$ cat src/rtl/ahb_master_arbiter.sv
// ahb_master_arbiter: two-master AHB-Lite arbiter (SPI loader, RISC-V core) onto one shared slave port
module ahb_master_arbiter #(
    parameter int ARB_MODE = 0,
    parameter int ADDR_W   = 32,
    parameter int DATA_W   = 32
) (
    input  logic              clk,
    input  logic              rst,
    input  logic [ADDR_W-1:0] spi_haddr,
    input  logic [1:0]        spi_htrans,
    input  logic              spi_hwrite,
    input  logic [2:0]        spi_hsize,
    input  logic [2:0]        spi_hburst,
    input  logic [3:0]        spi_hprot,
    input  logic              spi_hmastlock,
    input  logic [DATA_W-1:0] spi_hwdata,
    output logic [DATA_W-1:0] spi_hrdata,
    output logic              spi_hready,
    output logic              spi_hresp,
    input  logic [ADDR_W-1:0] core_haddr,
    input  logic [1:0]        core_htrans,
    input  logic              core_hwrite,
    input  logic [2:0]        core_hsize,
    input  logic [2:0]        core_hburst,
    input  logic [3:0]        core_hprot,
    input  logic              core_hmastlock,
    input  logic [DATA_W-1:0] core_hwdata,
    output logic [DATA_W-1:0] core_hrdata,
    output logic              core_hready,
    output logic              core_hresp,
    output logic [ADDR_W-1:0] slv_haddr,
    output logic [1:0]        slv_htrans,
    output logic              slv_hwrite,
    output logic [2:0]        slv_hsize,
    output logic [2:0]        slv_hburst,
    output logic [3:0]        slv_hprot,
    output logic              slv_hmastlock,
    output logic [DATA_W-1:0] slv_hwdata,
    input  logic [DATA_W-1:0] slv_hrdata,
    input  logic              slv_hready,
    input  logic              slv_hresp
);
    // ctl layout: [13:12] htrans, [11] hwrite, [10:8] hsize, [7:5] hburst, [4:1] hprot, [0] hmastlock
    localparam int CW = 14;
    localparam logic [1:0] IDLE = 2'd0, BUSY = 2'd1, NONSEQ = 2'd2, SEQ = 2'd3;

    logic [1:0][ADDR_W-1:0] live_addr, held_addr_q, held_addr_d, eff_addr;
    logic [1:0][CW-1:0]     live_ctl, held_ctl_q, held_ctl_d, eff_ctl;
    logic [1:0]             held_v_q, held_v_d, req, m_hready, cap;
    logic                   own_q, own_d, lock_q, lock_d, dp_v_q, dp_v_d, dp_own_q, dp_own_d;
    logic                   rr_last_q, rr_last_d, frz_q, frz_d, sel_q, sel_d;
    logic                   sel, arb, keep;
    logic [1:0]             own_trans, sel_trans;
    logic [CW-1:0]          sel_ctl;

    assign live_addr = {core_haddr, spi_haddr};
    assign live_ctl  = {{core_htrans, core_hwrite, core_hsize, core_hburst, core_hprot, core_hmastlock},
                        {spi_htrans, spi_hwrite, spi_hsize, spi_hburst, spi_hprot, spi_hmastlock}};

    always_comb begin
        for (int m = 0; m < 2; m++) begin
            eff_addr[m] = held_v_q[m] ? held_addr_q[m] : live_addr[m];
            eff_ctl[m]  = held_v_q[m] ? held_ctl_q[m] : live_ctl[m];
            req[m]      = eff_ctl[m][13];
            m_hready[m] = (dp_v_q && dp_own_q == 1'(m)) ? slv_hready : !held_v_q[m];
        end
    end

    // Bursts and locked sequences keep the current owner; a wait state freezes the previous pick.
    always_comb begin
        own_trans = eff_ctl[own_q][13:12];
        keep      = own_trans == SEQ || own_trans == BUSY || lock_q;
        arb       = (req == 2'b11) ? ((ARB_MODE != 0) ? !rr_last_q : 1'b0) :
                    (req == 2'b10) ? 1'b1 : (req == 2'b01) ? 1'b0 : own_q;
        sel       = frz_q ? sel_q : keep ? own_q : arb;
    end

    always_comb begin
        sel_ctl       = eff_ctl[sel];
        sel_trans     = sel_ctl[13:12];
        slv_haddr     = eff_addr[sel];
        slv_htrans    = rst ? IDLE : sel_trans;
        slv_hwrite    = sel_ctl[11];
        slv_hsize     = sel_ctl[10:8];
        slv_hburst    = sel_ctl[7:5];
        slv_hprot     = sel_ctl[4:1];
        slv_hmastlock = sel_ctl[0];
        slv_hwdata    = dp_own_q ? core_hwdata : spi_hwdata;
        spi_hrdata    = slv_hrdata;
        core_hrdata   = slv_hrdata;
        spi_hready    = m_hready[0];
        core_hready   = m_hready[1];
        spi_hresp     = dp_v_q && !dp_own_q && slv_hresp;
        core_hresp    = dp_v_q && dp_own_q && slv_hresp;
    end

    always_comb begin
        own_d     = slv_hready ? sel : own_q;
        dp_v_d    = slv_hready ? sel_trans[1] : dp_v_q;
        dp_own_d  = slv_hready ? sel : dp_own_q;
        lock_d    = !slv_hready ? lock_q : (sel_trans != IDLE) ? sel_ctl[0] : lock_q && sel_ctl[0];
        rr_last_d = (slv_hready && sel_trans == NONSEQ) ? sel : rr_last_q;
        frz_d     = !slv_hready;
        sel_d     = sel;
        for (int m = 0; m < 2; m++) begin
            cap[m]         = live_ctl[m][13] && m_hready[m] && !(sel == 1'(m) && slv_hready);
            held_v_d[m]    = (sel == 1'(m) && slv_hready) ? 1'b0 : cap[m] ? 1'b1 : held_v_q[m];
            held_addr_d[m] = cap[m] ? live_addr[m] : held_addr_q[m];
            held_ctl_d[m]  = cap[m] ? live_ctl[m] : held_ctl_q[m];
        end
    end

    always_ff @(posedge clk or posedge rst) begin
        if (rst) begin
            held_v_q    <= '0;
            held_addr_q <= '0;
            held_ctl_q  <= '0;
            own_q       <= 1'b0;
            lock_q      <= 1'b0;
            dp_v_q      <= 1'b0;
            dp_own_q    <= 1'b0;
            rr_last_q   <= 1'b1;
            frz_q       <= 1'b0;
            sel_q       <= 1'b0;
        end else begin
            held_v_q    <= held_v_d;
            held_addr_q <= held_addr_d;
            held_ctl_q  <= held_ctl_d;
            own_q       <= own_d;
            lock_q      <= lock_d;
            dp_v_q      <= dp_v_d;
            dp_own_q    <= dp_own_d;
            rr_last_q   <= rr_last_d;
            frz_q       <= frz_d;
            sel_q       <= sel_d;
        end
    end
endmodule

$ cat config.mk
export PLATFORM = sky130hd
export DESIGN_NAME = ahb_master_arbiter
export DESIGN_NICKNAME = d
export VERILOG_FILES = /design/src/rtl/ahb_master_arbiter.sv
export SDC_FILE = /design/constraint.sdc
export NUM_CORES = 1
export LEC_CHECK = 0
export ABC_AREA = 1
export CAP_MARGIN = 20
export CORE_MARGIN = 3
export CORE_UTILIZATION = 36
export CTS_CLUSTER_SIZE = 16
export DETAILED_ROUTE_END_ITERATION = 10
export HOLD_SLACK_MARGIN = 0.06
export PLACE_DENSITY = 0.74
export SLEW_MARGIN = 20
export SYNTH_ARGS = -nofsm -noshare
export SYNTH_HDL_FRONTEND = slang
export SYNTH_SLANG_ARGS = --single-unit
export TNS_END_PERCENT = 50
$ cat constraint.sdc
create_clock -name clk -period 3.05 [get_ports clk]
set_input_delay 0.61 -clock clk [delete_from_list [all_inputs] [get_ports clk]]
set_output_delay 0.61 -clock clk [all_outputs]
set_load 0.02 [all_outputs]
==> run summary, run 1 <==
status: completed
hold_sp: held_ctl_q[13]
Syn Inst Count: 866
Post-Synth XOR/XNOR Area: 0
CP arrival: 2360 ps
via count: 5878
Simple-Gate Fraction of Synth Area: 0.215
max_cap viols: 0
Inst Count DP: 1221
worst slew pin tran: 563 ps
GRT Overall Usage: 0.188
Final Slew Violations: 0
Setup crit start kind: primary input
Synth Area in Adders: 0
reg2reg start: held_v_q[0]
Tcrit/Tclk final: 0.974
synth unique cells: 21
RSZ-0062 raised after global routing: yes
most frequent cells in the layout: nand2_1, clkdlybuf4s50_1, dfrtp_1
syn_nets: 1058
power per cell area: 852 nW/um^2
area of the multi-input gates: 2680 um^2
fin cells: 1237
initial antenna violation count: 0
setup TNS: 0 ps
CP startpoint: spi_htrans[0]
vias in the first global route: 5723
IO buf count: 241
Die ar.: 19200 um^2
first-pass GRT wire length: 29800 um
synth warn: 0
gr ovfl total: 0
P_leak: 4.14 nW
Final ANT Viol Nets: 0
post-synth top area cell: dfrtp_1
Via density: 4.75
Worst Setup Path Type: primary input to output pin
Clock Tree Buf Depth: 2
Max FO, Critical Path: 26
WP data required: 2440 ps
TritonCTS clock tree: yes
DRC: 0
area grow syn2layout: 35.5%
post-synthesis register bit count: 99
worst slack, placed: -331 ps
final net count: 1204
Rows: 47
core box area: 16900 um^2
Hold Vio Cnt, Final: 0
Die W: 139 um
Layout Skew: 12.2 ps
worst hold path class: flip-flop to flip-flop
largest cells by area after synthesis: dfrtp_1, nand2_1, buf_4
Worst-path clk slew: 80 ps
CTS Buf Count: 9
Max-slew headroom: 0.625
CTS sink cnt: 99
Synth Area in Compound Gates: 0.173
worst-skew pair later-pin latency: 350 ps
Filler cells: 1635
post-synthesis sequential area ratio: 0.392
H-tree depth: 3
multiplexer share of the synthesized area: 0.0332
DIE HEIGHT: 139 um
layout cells sized above 1: 0.102
GP Congestion: 0.779
Max Fclk: 0.337 GHz
WL final: 18300 um
Setup Viol. Count Final: 0
postcts setup bufs: 0
Reg area: 2480 um^2
routed len/inst: 14.8 um
clock root cell: clkbuf_16
Worst setup EP type: output pin
HPWL Detailed: 13500 um
initial DRC count: 311
initial core utilization: 0.375
Avg Inst Size Synth: 7.30 um^2
commonest non-fill, non-tap cell in the layout: nand2_1
# diodes: 0
largest net degree at the start of global routing: 100
final setup margin: 79.0 ps
largest family of logic cells by synthesized area: simple AND/OR/NAND/NOR gates
Peak VDD IR: 0.407 mV
Hold WS: 454 ps
total power: 7.30 mW
post-synth top area share: 0.392
Tmin final: 2970 ps
# IOs: 338
drt pass-1 iters: 4
mapped cell area: 6320 um^2
[cells in the mapped netlist]
cell and instances:
nand3_2 1, o211ai_1 44, buf_4 84, buf_6 5, inv_1 84, nor2_2 1, inv_2 4, mux2i_1 21
clkbuf_1 25, nor2_1 4, buf_2 14, nand2_4 2, buf_1 1, and2_1 1, o21ai_2 16, o21ai_0 63
nand2_1 306, dfrtp_1 99, nand3_1 30, o21ai_1 60, o21a_1 1
[what timing repair did]
| item | 4_1_cts | 5_1_grt |
|---|---|---|
| gates resized for setup | 103 | 70 |
| endpoints found under the hold margin | 0 | 0 |
| endpoints found under the setup margin | 46 | 46 |
| hold buffers | 0 | 0 |
[state kept, by name, indices dropped and copies added (netlist names)]
| register | cells |
|---|---|
| sel_q | 1 |
| frz_q | 1 |
| held_addr_q | 64 |
| dp_v_q | 1 |
| held_v_q | 2 |
| own_q | 1 |
| held_ctl_q | 28 |
| lock_q | 1 |
[per-layer routing]
metal,global-route usage,vias to the layer above,part of all wire
met4,0.0504,0,0.017
met3,0.0655,34,0.083
li1,-,2981,-
met1,0.251,2673,0.44
met5,0,-,0
met2,0.293,190,0.46
[path summary, 6_finish.rpt]
| path | endpoint | slack, ps | cells past startpoint |
|---|---|---|---|
| setup / recovery | slv_hprot[0] | 80 | 12 |
| hold / removal | held_ctl_q[13] | 450 | 2 |
| setup reg to reg | held_addr_q[37] | 860 | 13 |
| hold reg to reg | held_ctl_q[13] | 450 | 2 |
| max in group asynchronous | held_ctl_q[15] | 1780 | 3 |
| min in group asynchronous | held_ctl_q[13] | 800 | 3 |
[kinds of logic (layout without fill, tap and decap cells)]
group | count (synthesis) | count (layout)
AOI/OAI and AO/OA | 184 | 184
buffers and inverters | 217 | 368
muxes | 21 | 21
and+or+nand+nor | 345 | 345
DFF | 99 | 99
[where the power goes]
group          switching (mW)  total (mW)  internal [mW]
clock network           0.529        1.18          0.647
registers               0.324        2.23           1.91
logic                    2.36        3.90           1.54
[metrics by stage]
stage,utilization,instance area [um^2]
final,0.508,8570
after detailed placement,0.501,8460
after floorplan,-,6330
after global placement,0.501,8460
after global routing,0.508,8570
after CTS,0.519,8760
[cell type report]
class                           instances  share of cell area
Tap cell                              220              0.0321
Multi-Input combinational cell        550               0.313
Clock inverter                          6             0.00861
Sequential cell                        99               0.289
Inverter                               88              0.0390
Timing Repair Buffer                  264               0.292
Clock buffer                           10              0.0267
[worst max-delay path, stage by stage]
cell             delay, ps
clkdlybuf4s50_1        400
inv_1                   80
nand2_1                 60
nand2_1                 80
nand3_1                 70
nand2_1                 70
nand3_2                110
nand2_4                170
buf_12                 190
o211ai_1               100
o21ai_0                 90
clkdlybuf4s15_1        320
Note: power is estimated with default switching activity, not from simulation.
==> run 2: changes to the inputs <==
Settings changed: SKIP_CTS_REPAIR_TIMING from default to 1.
==> run 2 against run 1 <==
  * Flip-flop and latch count unchanged
  * Critical endpoint is now slv_haddr[3]
  * Utilization up 0.50 points
  * Non-clock buffer count unchanged
  * Maximum frequency up 3.0%
  * Combinational power up 2%
  * Hold slack about the same
  * Cell area up 0.99%
  * Power up 0.84%
  * Cell count unchanged
  * Largest power group unchanged
  * Register-to-register slack about the same
==> run summary, run 2 (synthesized netlist as in run 1, its figures left out) <==
P_leak: 4.31 nW (+4.1%)
Worst Setup Path Type: primary input to output pin
Hold Vio Cnt, Final: 0 (unchanged)
TritonCTS clock tree: yes
gr ovfl total: 0 (unchanged)
area grow syn2layout: 36.9%
Comb pwr share: 0.537 (+0.003)
setup TNS: 0 ps (unchanged)
Final Slew Violations: 0 (unchanged)
status: completed
GRT Overall Usage: 0.189 (+0.000219)
HPWL Detailed: 13500 um (unchanged)
Setup Viol. Count Final: 0 (unchanged)
worst hold path class: flip-flop to flip-flop
# IOs: 338 (unchanged)
CTS Buf Count: 9 (unchanged)
hold_sp: held_ctl_q[13]
initial antenna violation count: 0 (unchanged)
first-pass GRT wire length: 29800 um (+0.11%)
commonest non-fill, non-tap cell in the layout: nand2_1
Worst setup EP type: output pin
CP startpoint: spi_htrans[0]
Tcrit/Tclk final: 0.946 (-0.0281)
worst-skew pair later-pin latency: 350 ps (about the same)
Setup crit start kind: primary input
Switch Pwr: 3.21 mW (about the same)
max_cap viols: 0 (unchanged)
Largest regs: held_addr_q x64, held_ctl_q x28, held_v_q x2
end of the worst register-to-register path: held_addr_q[56]
Max Fclk: 0.347 GHz (+3.0%)
IO buf count: 241 (unchanged)
hold depth: 2 (unchanged)
sequential power share: 0.303 (-0.002)
CTS sink cnt: 99 (unchanged)
vias in the first global route: 5730 (+0.12%)
Biggest register: held_addr_q
Reg2Reg Depth: 13 (unchanged)
drt pass-1 iters: 5 (+1)
RSZ-0062 raised after global routing: no
max reg flops: 64 (unchanged)
clock network power share: 0.160 (about the same)
Clock Tree Buf Depth: 2 (unchanged)
layout cells sized above 1: 0.0934 (-0.00885)
Die W: 139 um (unchanged)
worst slew pin tran: 569 ps (+5.67 ps)
Via density: 4.73 (-0.56%)
Final Core Density: 0.513 (+0.00504)
GP Congestion: 0.779 (unchanged)
Int Power: 4.15 mW (+1.5%)
Rows: 47 (unchanged)
most frequent cells in the layout: nand2_1, clkdlybuf4s50_1, dfrtp_1
DIE HEIGHT: 139 um (unchanged)
clock root cell: clkbuf_16
reg2reg start: held_v_q[0]
Max FO, Critical Path: 33 (+27%)
Final ANT Viol Nets: 0 (unchanged)
initial DRC count: 291 (-6.4%)
CP arrival: 2280 ps (-80 ps)
power per cell area: 851 nW/um^2 (-0.15%)
WP data required: 2440 ps (about the same)
Worst-path clk slew: 80 ps (about the same)
final net count: 1204 (unchanged)
# diodes: 0 (unchanged)
largest net degree at the start of global routing: 100 (unchanged)
switching part of the total: 0.436 (-0.00345)
H-tree depth: 3 (unchanged)
via count: 5845 (-0.56%)
Max-slew headroom: 0.621 (-0.00378)
core box area: 16900 um^2 (unchanged)
hold-critical path endpoint: held_ctl_q[13]
DRC: 0 (unchanged)
Filler cells: 1616 (-1.2%)
Layout Skew: 12.8 ps (+0.590 ps)
initial core utilization: 0.375 (unchanged)
Tmin final: 2890 ps (-85.6 ps)
fin cells: 1237 (unchanged)
Inst Count DP: 1221 (unchanged)
Die ar.: 19200 um^2 (unchanged)
routed len/inst: 14.9 um (+0.61%)
r2r setup slk: 850 ps (about the same)
WL final: 18400 um (+0.61%)
Peak VDD IR: 0.408 mV (about the same)
## run 2: changes by cell type in the layout (fill, tap and decap cells not counted), sizes merged
cell           previous run  this run
clkbuf                   33        36
clkdlybuf4s15             8         0
dlymetal6s2s              1        18
buf                      38        26
## run 2: final cells by class
class	count	area (um^2)	share of cell area
clock buffers	10	229	0.0264
clock inverters	6	73.8	0.00853
inverters	88	334	0.0386
multi-input cells	550	2680	0.310
flip-flops and latches	99	2480	0.286
well taps	220	275	0.0318
repair buffers	264	2580	0.299
## run 2: how the worst max path moves through the flow
stage	endpoint	slack, ps	depth (start not counted)
floorplan	slv_haddr[0]	670	10
global placement	slv_haddr[30]	-350	11
detailed placement	slv_haddr[18]	-330	11
CTS	slv_haddr[18]	-350	11
global route	slv_haddr[18]	20	12
finish	slv_haddr[3]	160	12
## run 2: metrics by stage
step                      setup slack (ps)  hold WS [ps]  cell area, um^2  total power, mW
final                                  165           454             8660             7.36
after global routing                  20.4           487             8660             7.96
after CTS                             -353           458             8760             7.70
after detailed placement              -331           438             8460             6.48
after global placement                -352           434             8460             6.40
after floorplan                        673           422             6330             4.92
## run 2: routing by layer
metal	track usage	vias up	wire (um)
met5	0	-	0
met4	0.0504	0	298
met3	0.0659	32	1430
met2	0.293	173	8550
met1	0.252	2663	8170
li1	-	2977	-
## run 2: power by group through the flow
stage	combinational [mW]	sequential, mW	clock, mW
2_1_floorplan	2.77	2.15	0
3_3_place_gp	4.17	2.23	0
3_5_place_dp	4.24	2.24	0
4_1_cts	4.25	2.23	1.22
5_1_grt	4.38	2.30	1.27
6_report	3.96	2.23	1.18
## run 2: critical path, cell delays in order
cell and delay (ps):
clkdlybuf4s50_1 400, inv_1 80, nand2_1 60, nand2_1 80, nand3_1 70, nand2_1 70, nand3_2 110, nand2_4 170
buf_12 200, o211ai_1 100, o21ai_0 120, clkbuf_2 210
==> run 3: changes to the inputs <==
Settings changed: PLACE_DENSITY 0.74 to 0.82.
==> run 3 against run 2 <==
  * Die area unchanged
  * Count of clock-buffer cells in the layout up 3
  * Clock skew down 6.0 ps
  * Cell area up 1.4%
  * Maximum frequency down 2.1%
  * Highest routed layer unchanged
  * Global-route usage down 0.11 points
  * Largest power group unchanged
  * Sequential power about the same
  * Via count up 2.4%
  * Combinational power up 3%
==> run summary, run 3 (synthesized netlist as in run 1, its figures left out) <==
Max Fclk: 0.339 GHz (-2.1%)
Final ANT Viol Nets: 0 (unchanged)
GRT Overall Usage: 0.187 (-0.00105)
Int Power: 4.22 mW (+1.6%)
P_leak: 4.48 nW (+3.9%)
Hold Vio Cnt, Final: 0 (unchanged)
most frequent cells in the layout: nand2_1, clkdlybuf4s50_1, dfrtp_1
switching part of the total: 0.430 (-0.00647)
Tcrit/Tclk final: 0.966 (+0.0201)
sequential power share: 0.304 (about the same)
Layout Skew: 6.71 ps (-6.04 ps)
commonest non-fill, non-tap cell in the layout: nand2_1
GP Congestion: 0.800 (+2.6%)
Die ar.: 19200 um^2 (unchanged)
WL final: 18500 um (+0.35%)
Die W: 139 um (unchanged)
Rows: 47 (unchanged)
via count: 5988 (+2.4%)
Worst-path clk slew: 60 ps (-20 ps)
Final Core Density: 0.520 (+0.00734)
crit-path cells: clkdlybuf4s50_1, nand2_1, nand2_1, nand3_1, nand2_1, nand3_2, nand2_4, buf_12, o211ai_1, o21ai_0, dlymetal6s2s_1
initial DRC count: 314 (+7.9%)
largest net degree at the start of global routing: 57 (-43%)
core box area: 16900 um^2 (unchanged)
Setup Viol. Count Final: 0 (unchanged)
gr ovfl total: 0 (unchanged)
clock network power share: 0.147 (-0.013)
cell mode on critical path: nand2_1
vias in the first global route: 5687 (-0.75%)
Worst Setup Path Type: primary input to output pin
worst stage delay on the critical path: 520 ps (+120 ps)
initial core utilization: 0.375 (unchanged)
Via density: 4.82 (+2.0%)
CTS Buf Count: 9 (unchanged)
CP arrival: 2340 ps (+60 ps)
clock root cell: clkbuf_16
DIE HEIGHT: 139 um (unchanged)
first-pass GRT wire length: 29700 um (-0.35%)
area grow syn2layout: 38.9%
Cell Area, Placed: 8470 um^2 (+0.15%)
TritonCTS clock tree: yes
max_cap viols: 0 (unchanged)
DRC: 0 (unchanged)
routed len/inst: 14.9 um (about the same)
CTS sink cnt: 99 (unchanged)
Worst setup EP type: output pin
initial antenna violation count: 0 (unchanged)
worst slew pin tran: 516 ps (-52.6 ps)
Switch Pwr: 3.18 mW (-1.0%)
Filler cells: 1588 (-1.7%)
Max FO, Critical Path: 28 (-15%)
# diodes: 0 (unchanged)
drt pass-1 iters: 5 (unchanged)
worst-skew pair later-pin latency: 340 ps (about the same)
Largest regs: held_addr_q x64, held_ctl_q x28, held_v_q x2
Final Slew Violations: 0 (unchanged)
# IOs: 338 (unchanged)
power per cell area: 843 nW/um^2 (-0.94%)
Max-slew headroom: 0.656 (+0.0351)
Peak VDD IR: 0.424 mV (+4.0%)
Biggest register: held_addr_q
IO buf count: 241 (unchanged)
status: completed
Clock Tree Buf Depth: 2 (unchanged)
Buf/Inv on CP: 3 (-1)
WP data required: 2440 ps (about the same)
final net count: 1209 (+0.42%)
cell family with most CP delay: buffers and inverters
Setup crit start kind: primary input
worst hold path class: flip-flop to flip-flop
layout cells sized above 1: 0.0793 (-0.0142)
max reg flops: 64 (unchanged)
H-tree depth: 3 (unchanged)
Tmin final: 2950 ps (+61.3 ps)
Comb pwr share: 0.549 (+0.012)
final instance area: 8780 um^2 (+1.4%)
Crit-path slowest cell: clkdlybuf4s50_1
HPWL Detailed: 13800 um (+2.5%)
## run 3: cell count changes in the layout (fill, tap and decap cells not counted), sizes merged
cell and change:
buf +2, clkinvlp -1, dlymetal6s2s +17, inv -1, clkdlybuf4s50 +1, clkbuf -12, bufinv -1
## run 3: tightest hold or removal path: cells and delay by family (launching register included)
kind / cells / cell delay (ps)
flip-flops: 1 / 320
buffers and inverters: 1 / 50
AND/OR/NAND/NOR: 1 / 60
## run 3: power by group through the flow
| stage | combinational (mW) | clock [mW] | sequential (mW) |
|---|---|---|---|
| finish | 4.06 | 1.09 | 2.25 |
| global route | 4.48 | 1.18 | 2.32 |
| CTS | 4.24 | 1.13 | 2.24 |
| detailed placement | 4.23 | 0 | 2.25 |
| global placement | 4.15 | 0 | 2.24 |
| floorplan | 2.77 | 0 | 2.15 |
## run 3: per-layer routing
metal	GRT usage	wire length, um	share of wire
met5	0	0	0
met2	0.296	8850	0.48
met3	0.0424	1300	0.070
met1	0.253	7940	0.43
met4	0.0697	421	0.023
## run 3: area by class of cell
cell class / instances / area [um^2] / area share
clock inverters: 3 / 21.3 / 0.00242
well taps: 220 / 275 / 0.0313
multi-input cells: 550 / 2680 / 0.305
inverters: 88 / 334 / 0.0380
repair buffers: 269 / 2730 / 0.311
clock buffers: 13 / 260 / 0.0296
flip-flops and latches: 99 / 2480 / 0.282
## run 3: stage by stage
step	power, mW	std cells	TNS (ps)	hold slack (ps)	setup slack (ps)
CTS	7.61	1242	-12280	462	-329
global route	7.98	1242	-10.8	494	-10.8
detailed placement	6.48	1226	-11850	445	-327
global placement	6.38	1226	-10920	438	-316
finish	7.40	1242	0	455	103
floorplan	4.92	866	0	422	673
## run 3: path summary, 6_finish.rpt
path                           startpoint               to  slack (ps)  cells past startpoint
max reg2reg                   held_v_q[0]  held_addr_q[12]         830                     13
min                        held_ctl_q[13]   held_ctl_q[13]         460                      2
max                        core_htrans[1]    slv_haddr[21]         100                     11
min in group asynchronous             rst  held_addr_q[57]         710                      2
min reg2reg                held_ctl_q[13]   held_ctl_q[13]         460                      2
max in group asynchronous             rst   held_ctl_q[23]        1620                      3
